$ cat src/rtl/stream_fifo_packet_writer_pkg.sv
// rtl/stream_fifo_packet_writer_pkg.sv - shared w_ctrl codes, FSM states and header size for the packet writer
package stream_fifo_packet_writer_pkg;

    localparam logic [2:0] CTRL_NOP               = 3'd0;
    localparam logic [2:0] CTRL_WRITE             = 3'd1;
    localparam logic [2:0] CTRL_EOF_WITH_WRITE    = 3'd2;
    localparam logic [2:0] CTRL_EOF_WITHOUT_WRITE = 3'd3;
    localparam logic [2:0] CTRL_HEAD              = 3'd4;
    localparam logic [2:0] CTRL_FINAL_HEAD        = 3'd5;
    localparam logic [2:0] CTRL_DISCARD           = 3'd6;

    // Header slots the controller reserves on the first WRITE of each packet.
    localparam int HDR_WORDS = 2;

    typedef enum logic [2:0] {
        ST_IDLE = 3'd0,
        ST_DATA = 3'd1,
        ST_HDR  = 3'd2,
        ST_FIN  = 3'd3,
        ST_DROP = 3'd4
    } wr_state_e;

endpackage

$ cat src/rtl/stream_fifo_packet_writer_if.sv
// rtl/stream_fifo_packet_writer_if.sv - byte source and controller write-port bundle for the packet writer
interface stream_fifo_packet_writer_if #(
    parameter int ADDRWIDTH = 4
);
    logic                 s_valid;
    logic                 s_ready;
    logic [7:0]           s_data;
    logic                 s_last;
    logic                 s_abort;
    logic                 s_eof;
    logic                 w_full;
    logic [ADDRWIDTH:0]   w_counter;
    logic [2:0]           w_ctrl;
    logic [7:0]           w_data;
    logic                 pkt_drop;

    modport master (
        output s_valid, s_data, s_last, s_abort, s_eof, w_full, w_counter,
        input  s_ready, w_ctrl, w_data, pkt_drop
    );

    modport slave (
        input  s_valid, s_data, s_last, s_abort, s_eof, w_full, w_counter,
        output s_ready, w_ctrl, w_data, pkt_drop
    );

endinterface

$ cat src/rtl/stream_fifo_packet_writer.sv
// rtl/stream_fifo_packet_writer.sv - byte stream to w_ctrl packetiser with back-filled 2-byte length header
// Optional zero-length packets via s_eof when PKT_WRITER_ZLP_EN is defined.
module stream_fifo_packet_writer
    import stream_fifo_packet_writer_pkg::*;
#(
    parameter int ADDRWIDTH = 4,
    parameter int MAX_LEN   = (1 << ADDRWIDTH) - 2
) (
    input  logic                         w_clk,
    input  logic                         rst_n,
    stream_fifo_packet_writer_if.slave   bus
);

    localparam logic [15:0] MAX_LEN_W = 16'(MAX_LEN);

    wr_state_e   state;
    logic [15:0] len;
    logic        out_en;
    logic        accept;

    // out_en holds s_ready low for the first cycle after reset so the
    // controller, reset by the same rst_n, settles before any byte lands.
    always_comb begin
        bus.s_ready = 1'b0;
        if (out_en) begin
            if (state == ST_DROP)
                bus.s_ready = 1'b1;
            else if ((state == ST_IDLE) || (state == ST_DATA))
                bus.s_ready = !bus.w_full;
        end
    end

    assign accept = bus.s_valid && bus.s_ready;

    logic unused_inputs;
    assign unused_inputs = ^{bus.w_counter, bus.s_eof};

    always_ff @(posedge w_clk) begin
        if (!rst_n) begin
            state        <= ST_IDLE;
            len          <= 16'd0;
            out_en       <= 1'b0;
            bus.w_ctrl   <= CTRL_NOP;
            bus.w_data   <= 8'd0;
            bus.pkt_drop <= 1'b0;
        end else begin
            out_en       <= 1'b1;
            bus.w_ctrl   <= CTRL_NOP;
            bus.w_data   <= 8'd0;
            bus.pkt_drop <= 1'b0;
            case (state)
                ST_IDLE: begin
                    if (accept) begin
                        len        <= 16'd1;
                        bus.w_data <= bus.s_data;
                        if (bus.s_last) begin
                            bus.w_ctrl <= CTRL_EOF_WITH_WRITE;
                            state      <= ST_HDR;
                        end else begin
                            bus.w_ctrl <= CTRL_WRITE;
                            state      <= ST_DATA;
                        end
                    end
`ifdef PKT_WRITER_ZLP_EN
                    else if (bus.s_eof && !bus.s_valid) begin
                        bus.w_ctrl <= CTRL_EOF_WITHOUT_WRITE;
                        len        <= 16'd0;
                        state      <= ST_HDR;
                    end
`endif
                end
                ST_DATA: begin
                    if (bus.s_abort) begin
                        bus.w_ctrl   <= CTRL_DISCARD;
                        bus.pkt_drop <= 1'b1;
                        len          <= 16'd0;
                        state        <= ST_IDLE;
                    end else if (accept) begin
                        // Checked before incrementing so len can never exceed MAX_LEN.
                        if (len >= MAX_LEN_W) begin
                            bus.w_ctrl   <= CTRL_DISCARD;
                            bus.pkt_drop <= 1'b1;
                            len          <= 16'd0;
                            state        <= bus.s_last ? ST_IDLE : ST_DROP;
                        end else begin
                            len        <= len + 16'd1;
                            bus.w_data <= bus.s_data;
                            if (bus.s_last) begin
                                bus.w_ctrl <= CTRL_EOF_WITH_WRITE;
                                state      <= ST_HDR;
                            end else begin
                                bus.w_ctrl <= CTRL_WRITE;
                            end
                        end
                    end
`ifdef PKT_WRITER_ZLP_EN
                    else if (bus.s_eof && !bus.s_valid) begin
                        bus.w_ctrl <= CTRL_EOF_WITHOUT_WRITE;
                        state      <= ST_HDR;
                    end
`endif
                end
                ST_HDR: begin
                    // Header slots were reserved up front, so w_full does not stall here.
                    if (bus.s_abort) begin
                        bus.w_ctrl   <= CTRL_DISCARD;
                        bus.pkt_drop <= 1'b1;
                        len          <= 16'd0;
                        state        <= ST_IDLE;
                    end else begin
                        bus.w_ctrl <= CTRL_HEAD;
                        bus.w_data <= len[15:8];
                        state      <= ST_FIN;
                    end
                end
                ST_FIN: begin
                    bus.w_ctrl <= CTRL_FINAL_HEAD;
                    bus.w_data <= len[7:0];
                    len        <= 16'd0;
                    state      <= ST_IDLE;
                end
                ST_DROP: begin
                    if (accept && bus.s_last)
                        state <= ST_IDLE;
                end
                default: begin
                    state <= ST_IDLE;
                    len   <= 16'd0;
                end
            endcase
        end
    end

endmodule

$ cat src/flat_wrapper.sv
// flat-port wrapper written by rule: the top's interface ports become plain ports
module stream_fifo_packet_writer_flat import stream_fifo_packet_writer_pkg::*;
#(
    parameter int ADDRWIDTH = 4,
    parameter int MAX_LEN   = (1 << ADDRWIDTH) - 2
)
  (w_clk, rst_n, bus_s_valid, bus_s_data, bus_s_last, bus_s_abort, bus_s_eof, bus_w_full, bus_w_counter, bus_s_ready, bus_w_ctrl, bus_w_data, bus_pkt_drop);
  stream_fifo_packet_writer_if #(.ADDRWIDTH(ADDRWIDTH)) bus_i ();
  input  logic w_clk;
  input  logic rst_n;
  input wire logic [$bits(bus_i.s_valid)-1:0] bus_s_valid;
  input wire logic [$bits(bus_i.s_data)-1:0] bus_s_data;
  input wire logic [$bits(bus_i.s_last)-1:0] bus_s_last;
  input wire logic [$bits(bus_i.s_abort)-1:0] bus_s_abort;
  input wire logic [$bits(bus_i.s_eof)-1:0] bus_s_eof;
  input wire logic [$bits(bus_i.w_full)-1:0] bus_w_full;
  input wire logic [$bits(bus_i.w_counter)-1:0] bus_w_counter;
  output wire logic [$bits(bus_i.s_ready)-1:0] bus_s_ready;
  output wire logic [$bits(bus_i.w_ctrl)-1:0] bus_w_ctrl;
  output wire logic [$bits(bus_i.w_data)-1:0] bus_w_data;
  output wire logic [$bits(bus_i.pkt_drop)-1:0] bus_pkt_drop;
  assign bus_i.s_valid = bus_s_valid;
  assign bus_i.s_data = bus_s_data;
  assign bus_i.s_last = bus_s_last;
  assign bus_i.s_abort = bus_s_abort;
  assign bus_i.s_eof = bus_s_eof;
  assign bus_i.w_full = bus_w_full;
  assign bus_i.w_counter = bus_w_counter;
  assign bus_s_ready = bus_i.s_ready;
  assign bus_w_ctrl = bus_i.w_ctrl;
  assign bus_w_data = bus_i.w_data;
  assign bus_pkt_drop = bus_i.pkt_drop;
  stream_fifo_packet_writer #(.ADDRWIDTH(ADDRWIDTH), .MAX_LEN(MAX_LEN)) u_core (.w_clk(w_clk), .rst_n(rst_n), .bus(bus_i));
endmodule
$ cat config.mk
export PLATFORM = sky130hd
export DESIGN_NAME = stream_fifo_packet_writer_flat
export DESIGN_NICKNAME = d
export VERILOG_FILES = /design/src/rtl/stream_fifo_packet_writer_pkg.sv /design/src/rtl/stream_fifo_packet_writer_if.sv /design/src/rtl/stream_fifo_packet_writer.sv /design/src/flat_wrapper.sv
export SDC_FILE = /design/constraint.sdc
export NUM_CORES = 1
export LEC_CHECK = 0
export CELL_PAD_IN_SITES_DETAIL_PLACEMENT = 0
export CELL_PAD_IN_SITES_GLOBAL_PLACEMENT = 1
export CORE_AREA = 2 2 73 75
export CTS_CLUSTER_DIAMETER = 80
export DETAILED_ROUTE_END_ITERATION = 12
export DIE_AREA = 0 0 75 77
export GPL_TIMING_DRIVEN = 0
export PLACE_DENSITY_LB_ADDON = 0.1
export SLEW_MARGIN = 30
export SYNTH_ARGS = -nofsm -noshare
export SYNTH_HDL_FRONTEND = slang
export SYNTH_SLANG_ARGS = --single-unit
$ cat constraint.sdc
create_clock -name w_clk -period 1.99 [get_ports w_clk]
set_input_delay 0.398 -clock w_clk [delete_from_list [all_inputs] [get_ports w_clk]]
set_output_delay 0.398 -clock w_clk [all_outputs]
set_load 0.01 [all_outputs]
==> results of run 1 <==
## final cells by class
class	count	area, um2	share of cell area, %
tap	70	87.6	3.75
buffer	19	108	4.60
clock inverter	3	42.5	1.82
timing repair buffer	26	255	10.9
inverter	4	15.0	0.642
multi-input combinational	153	1120	47.9
clock buffer	5	68.8	2.94
sequential	32	641	27.4
## Yosys cell counts, types with 2 or more instances
| cell type | instances | share of area [%] |
|---|---|---|
| nor3b_2 | 10 | 6.7 |
| nand4_1 | 16 | 5.4 |
| nor3_1 | 2 | 0.54 |
| a21oi_1 | 24 | 6.4 |
| nand2b_1 | 3 | 1.0 |
| o21ai_1 | 5 | 1.3 |
| dfxtp_1 | 32 | 34 |
| buf_4 | 4 | 1.6 |
| or3b_2 | 2 | 0.94 |
| a31oi_1 | 14 | 4.7 |
| buf_2 | 5 | 1.3 |
| nand3b_1 | 3 | 1.2 |
| a41oi_1 | 2 | 0.94 |
| nor3b_1 | 4 | 1.6 |
| nor2_1 | 5 | 1.0 |
| o21ai_0 | 4 | 1.1 |
| buf_1 | 2 | 0.40 |
| nand3_1 | 4 | 1.1 |
| buf_6 | 2 | 1.2 |
| nor4_1 | 3 | 1.0 |
| nand2_1 | 16 | 3.2 |
| ha_1 | 2 | 1.3 |
| or3b_1 | 6 | 2.8 |
| inv_1 | 4 | 0.81 |
| a32oi_1 | 2 | 0.94 |
| clkbuf_1 | 6 | 1.2 |
| nor2b_1 | 3 | 1.0 |
## metrics by stage
step / total power (W) / util [%] / cell area (um2) / hold slack [ns] / setup TNS [ns]
floorplan: 0.000851 / - / 1860 / 0.426 / 0
global placement: 0.000949 / 44.4 / 2210 / 0.529 / -2.81
detailed placement: 0.000947 / 44.4 / 2210 / 0.531 / -2.63
CTS: 0.00159 / 46.8 / 2330 / 0.542 / 0
global route: 0.00165 / 47.0 / 2340 / 0.576 / 0
finish: 0.00157 / 47.0 / 2340 / 0.540 / 0
## per-layer routing
metal / wire length, um / global-route usage (%) / up-vias
met4: 80 / 6.07 / 0
met3: 195 / 4.07 / 9
met1: 2260 / 25.8 / 833
met2: 2380 / 28.5 / 30
met5: 0 / 0 / -
li1: - / - / 860
## kinds of logic (layout without fill, tap and decap cells)
family / Yosys count / in the layout / share of synthesized area (%)
muxes: 1 / 1 / 0.604
and+or+nand+nor: 86 / 86 / 34.1
AOI/OAI and AO/OA: 63 / 63 / 22.6
xor gates and xnor gates: 1 / 1 / 0.470
buffers and inverters: 23 / 57 / 6.58
DFF: 32 / 32 / 34.4
adders and majority gates: 2 / 2 / 1.34
## sequential cells by signal, indices dropped and copies added, names as in the netlist
name	count
u_core.out_en	1
u_core.bus.w_data	8
u_core.state	3
u_core.len	16
u_core.bus.w_ctrl	3
u_core.bus.pkt_drop	1
## power by group through the flow
| stage | logic, W | registers, W | clock network, W |
|---|---|---|---|
| final | 0.000270 | 0.000667 | 0.000635 |
| after global routing | 0.000297 | 0.000668 | 0.000682 |
| after floorplan | 0.000168 | 0.000683 | 0 |
| after detailed placement | 0.000265 | 0.000681 | 0 |
| after global placement | 0.000268 | 0.000681 | 0 |
| after CTS | 0.000268 | 0.000667 | 0.000654 |
## final timing paths
check,startpoint,end
setup reg to reg,u_core.len[0]$_SDFFE_PN0P_,u_core.bus.w_data[0]$_SDFF_PN0_
hold / removal,u_core.len[9]$_SDFFE_PN0P_,u_core.len[9]$_SDFFE_PN0P_
hold reg to reg,u_core.len[9]$_SDFFE_PN0P_,u_core.len[9]$_SDFFE_PN0P_
setup / recovery,bus_w_full,bus_s_ready
## timing repair
item | 4_1_cts | 5_1_grt
resized for setup | 4 | 3
gates cloned | 0 | 0
setup endpoints to repair | 1 | 2
buffers inserted | 0 | 0
## worst max-delay path: stages
cell	delay, ns
clkdlybuf4s50_1	0.44
mux2_4	0.32
nor3b_2	0.14
buf_2	0.15
==> impl_metrics.yaml, run 1 <==
outcome:
  outcome: "finished, final reports clean"
worst_setup_path:
  rrSetupSlack_ns: 0.14
  worstSetupPathType: "in -> out"
  worstPathRequired_ns: 1.59
  arrival_ns: 1.45
  start_kind: "input pin"
  endpoint_kind: "primary output"
  worstRegToRegCells: 8
  cp_max_fo: 4
sta:
  fin_ws_ns: 0.138
  tightest_slew_ns: 0.644
  min_period_ns: 1.85
  skew_ns: 0.00449
  setup_viol: 0
  finalCritPeriodShare_pct: 93.1
  rsz0062_at_grt: "no"
  slew_headroom_pct: 56.9
  hold_viol: 0
  slew_viol_final: 0
  max_clock_freq_mhz: 540
finish:
  finalNonFillerCells: 312
  nets: 263
  diodes: 0
  drive_gt1_share_pct: 18.2
  fillers: 524
  final_cell_mix: "dfxtp_1 (32), clkdlybuf4s50_1 (25), a21oi_1 (24)"
  final_common_cell: "dfxtp_1"
  syn_to_final_growth_pct: 25.5
placed_design:
  place.gp.congestion: 0.780
  port_buffers: 26
  placed_cells_incl_taps: 304
  place_hpwl_mm: 3.55
  pre_cts_ws_ns: -0.308
power_and_ir_drop:
  p_sw_w: 0.000434
  ir_worst_vdd_uv: 384
  switching_share_pct: 27.6
  pwr-share-seq_pct: 42.4
  p_int_w: 0.00114
  p_per_area_nw_per_um2: 673
  p_leak_nw: 0.730
  p_clk_share_pct: 40.4
  combPwrFrac_pct: 17.2
routing:
  drt_iter0_markers: 54
  post-route-drc-count: 0
  wl_mm: 4.92
  via_count: 1732
  wire_per_inst_um: 15.8
  vias_per_cell: 5.55
  antenna_left: 0
  dr.pass1.iters: 4
grt:
  grt_pass1_vias: 1687
  grt_max_degree: 12
  grt_remaining_overflow: 0
  grt_pass1_wl_mm: 8.38
  grt_util_all_layers_pct: 18.7
  grt_antenna_before_repair: 0
clock_tree:
  path_clk_slew_ns: 0.07
  cts-root-buf: "clkbuf_8"
  cts_tree: "built"
  clock_latency_ns: 0.29
  cts_num_sinks: 32
  holdBufCountCts: 0
  htree_levels: 2
  numCtsBuffers: 5
  cts_buffer_depth: 2
synthesis:
  ys_types: 50
  synth_flop_cell: "dfxtp_1"
  yosysWarnings: 0
  synthArstFlopShare_pct: 0
  ys_ff_latch: 32
  syn-num-nets: 230
  synth_edf_count: 0
  netlist_area_um2: 1860
  ys_seq_area_share_pct: 34.4
  synth_cells: 208
  synth_area_per_cell_um2: 8.96
floorplanning:
  die_area_um2: 5780
  die_x_um: 75
  die_height_um: 77
  start_util_pct: 37.4
  pin_count: 33
  coreArea_um2: 4980
  num_rows: 26
min_path:
  hold_path_depth: 1
  min_path_type: "reg -> reg"
run:
  cap_violations: 0
Power figures use the tool's default switching activity.
==> run 2, diff against run 1 <==
--- a/config.mk
+++ b/config.mk
@@ -11,7 +11,6 @@
 export CTS_CLUSTER_DIAMETER = 80
 export DETAILED_ROUTE_END_ITERATION = 12
 export DIE_AREA = 0 0 75 77
-export GPL_TIMING_DRIVEN = 0
 export PLACE_DENSITY_LB_ADDON = 0.1
 export SLEW_MARGIN = 30
 export SYNTH_ARGS = -nofsm -noshare
==> impl_metrics.yaml, run 2 (synthesis gave the netlist of run 1 again) <==
power_and_ir_drop:
  ir_worst_vdd_uv: 305
  p_per_area_nw_per_um2: 620
  combPwrFrac_pct: 19.7
  total_power_w: 0.00147
  p_int_w: 0.00107
  switching_share_pct: 27.1
  p_clk_share_pct: 34.9
  p_leak_nw: 0.753
  pwr-share-seq_pct: 45.3
  p_sw_w: 0.000398
floorplanning:
  die_area_um2: 5780
  num_rows: 26
  start_util_pct: 37.4
  coreArea_um2: 4980
  pin_count: 33
  die_height_um: 77
  die_x_um: 75
routing:
  antenna_left: 0
  drt_iter0_markers: 79
  wire_per_inst_um: 15.2
  via_count: 1739
  wl_mm: 4.78
  post-route-drc-count: 0
  vias_per_cell: 5.54
  dr.pass1.iters: 4
worst_setup_path:
  reg2reg_to: "u_core.bus.w_data[4]$_SDFF_PN0_"
  crit_family: "buffers and inverters"
  worst_path_most_repeated_cell: "buf_4"
  critPathSlowestCell: "clkdlybuf4s50_1"
  rrSetupSlack_ns: 0.22
  worstRegToRegCells: 6
  worstSetupPathType: "in -> reg"
  slowest_delay_ns: 0.43
  critPathBufInv: 3
  endpoint_kind: "flip-flop"
  cp_max_fo: 5
  crit-reg2reg-launch: "u_core.len[1]$_SDFFE_PN0P_"
  worstPathRequired_ns: 2.20
  crit_chain: "clkdlybuf4s50_1 -> buf_4 -> nand4bb_2 -> a221oi_2 -> buf_4 -> a41oi_1 -> nor3b_2"
  start_kind: "input pin"
  arrival_ns: 2.09
finish:
  largest_reg_flops: 16
  final_common_cell: "dfxtp_1"
  final_core_util_pct: 47.6
  regMostFlops: "u_core.len"
  largestRegisters: "u_core.len (16), u_core.bus.w_data (8)"
  final_cell_mix: "dfxtp_1 (32), clkdlybuf4s50_1 (25), a21oi_1 (24)"
  syn_to_final_growth_pct: 27.3
  final_area_um2: 2370
  diodes: 0
  drive_gt1_share_pct: 20.9
  nets: 265
sta:
  skew_ns: 0.00930
  holdWs_ns: 0.556
  finalCritPeriodShare_pct: 94.6
  tightest_slew_ns: 0.435
  max_clock_freq_mhz: 531
  hold_viol: 0
  slew_viol_final: 0
  setup_viol: 0
  rsz0062_at_grt: "no"
  tns_ns: 0
  slew_headroom_pct: 70.9
  min_period_ns: 1.88
clock_tree:
  clock_latency_ns: 0.28
  cts_tree: "built"
  path_clk_slew_ns: 0.07
  cts_num_sinks: 32
  cts-root-buf: "clkbuf_8"
  htree_levels: 2
  cts_buffer_depth: 2
  numCtsBuffers: 5
min_path:
  hold_path_depth: 1
  worstHoldStart: "u_core.len[9]$_SDFFE_PN0P_"
  min_path_type: "reg -> reg"
  min_to: "u_core.len[9]$_SDFFE_PN0P_"
run:
  cap_violations: 0
grt:
  grt_antenna_before_repair: 0
  grt_max_degree: 27
  grt_util_all_layers_pct: 17.8
  grt_pass1_wl_mm: 8.16
  grt_remaining_overflow: 0
  grt_pass1_vias: 1764
placed_design:
  dpl_cell_area_um2: 2280
  port_buffers: 26
  place_hpwl_mm: 3.48
  place.gp.congestion: 0.795
outcome:
  outcome: "finished, final reports clean"
run 2: cell count changes in the layout (fill, tap and decap cells not counted), moves of 2 or more:
cell,previous run,this run
buf_12,0,2
buf_6,2,0
buf_4,4,19
clkbuf_1,6,2
buf_2,6,0
buf_1,2,0
run 2: layout make-up:
cell class / count / area, um2
inverters: 4 / 15.0
flip-flops and latches: 32 / 641
well taps: 70 / 87.6
clock buffers: 8 / 90.1
fillers: 513 / 2610
multi-input cells: 153 / 1100
repair buffers: 47 / 438
run 2: metal layers:
metal / GRT usage [%] / wire [um] / vias up
met4: 6.43 / 92 / 0
li1: - / - / 859
met3: 3.94 / 193 / 9
met2: 28.4 / 2310 / 46
met5: 0 / 0 / -
met1: 23.3 / 2180 / 825
run 2: worst max-delay path by stage:
stage,endpoint,depth (start not counted),start,slack [ns]
2_1_floorplan,u_core.len[7]$_SDFFE_PN0P_,8,u_core.len[0]$_SDFFE_PN0P_,0.42
3_3_place_gp,bus_s_ready,4,bus_w_full,-0.24
3_5_place_dp,bus_s_ready,4,bus_w_full,-0.25
4_1_cts,bus_s_ready,4,bus_w_full,0.02
5_1_grt,u_core.len[7]$_SDFFE_PN0P_,7,bus_w_full,0.002
6_report,u_core.len[7]$_SDFFE_PN0P_,7,bus_w_full,0.11
run 2: worst reg2reg max path, cell delays in order, from the launching register on:
cell and delay [ns]:
dfxtp_1 0.38, ha_1 0.23, o211ai_1 0.22, and4_1 0.39, buf_4 0.23, nand4_1 0.10, a21oi_1 0.14
run 2: power by group through the flow:
stage	Sequential, W	Combinational, W	Clock (W)
2_1_floorplan	0.000683	0.000168	0
3_3_place_gp	0.000681	0.000287	0
3_5_place_dp	0.000682	0.000293	0
4_1_cts	0.000667	0.000293	0.000537
5_1_grt	0.000669	0.000316	0.000577
6_report	0.000667	0.000290	0.000514
run 2: what timing repair did:
| action | CTS | global route |
|---|---|---|
| setup endpoints to repair | 1 | 2 |
| gates resized for setup | 1 | 2 |
| pin swaps | 0 | 1 |
| setup buffers | 0 | 1 |
| hold buffers | 0 | 0 |
run 2: metrics by stage:
| stage | setup slack, ns | cells |
|---|---|---|
| final | 0.106 | 314 |
| after CTS | 0.0186 | 313 |
| after floorplan | 0.423 | 208 |
| after detailed placement | -0.255 | 305 |
| after global routing | 0.00169 | 314 |
| after global placement | -0.240 | 305 |
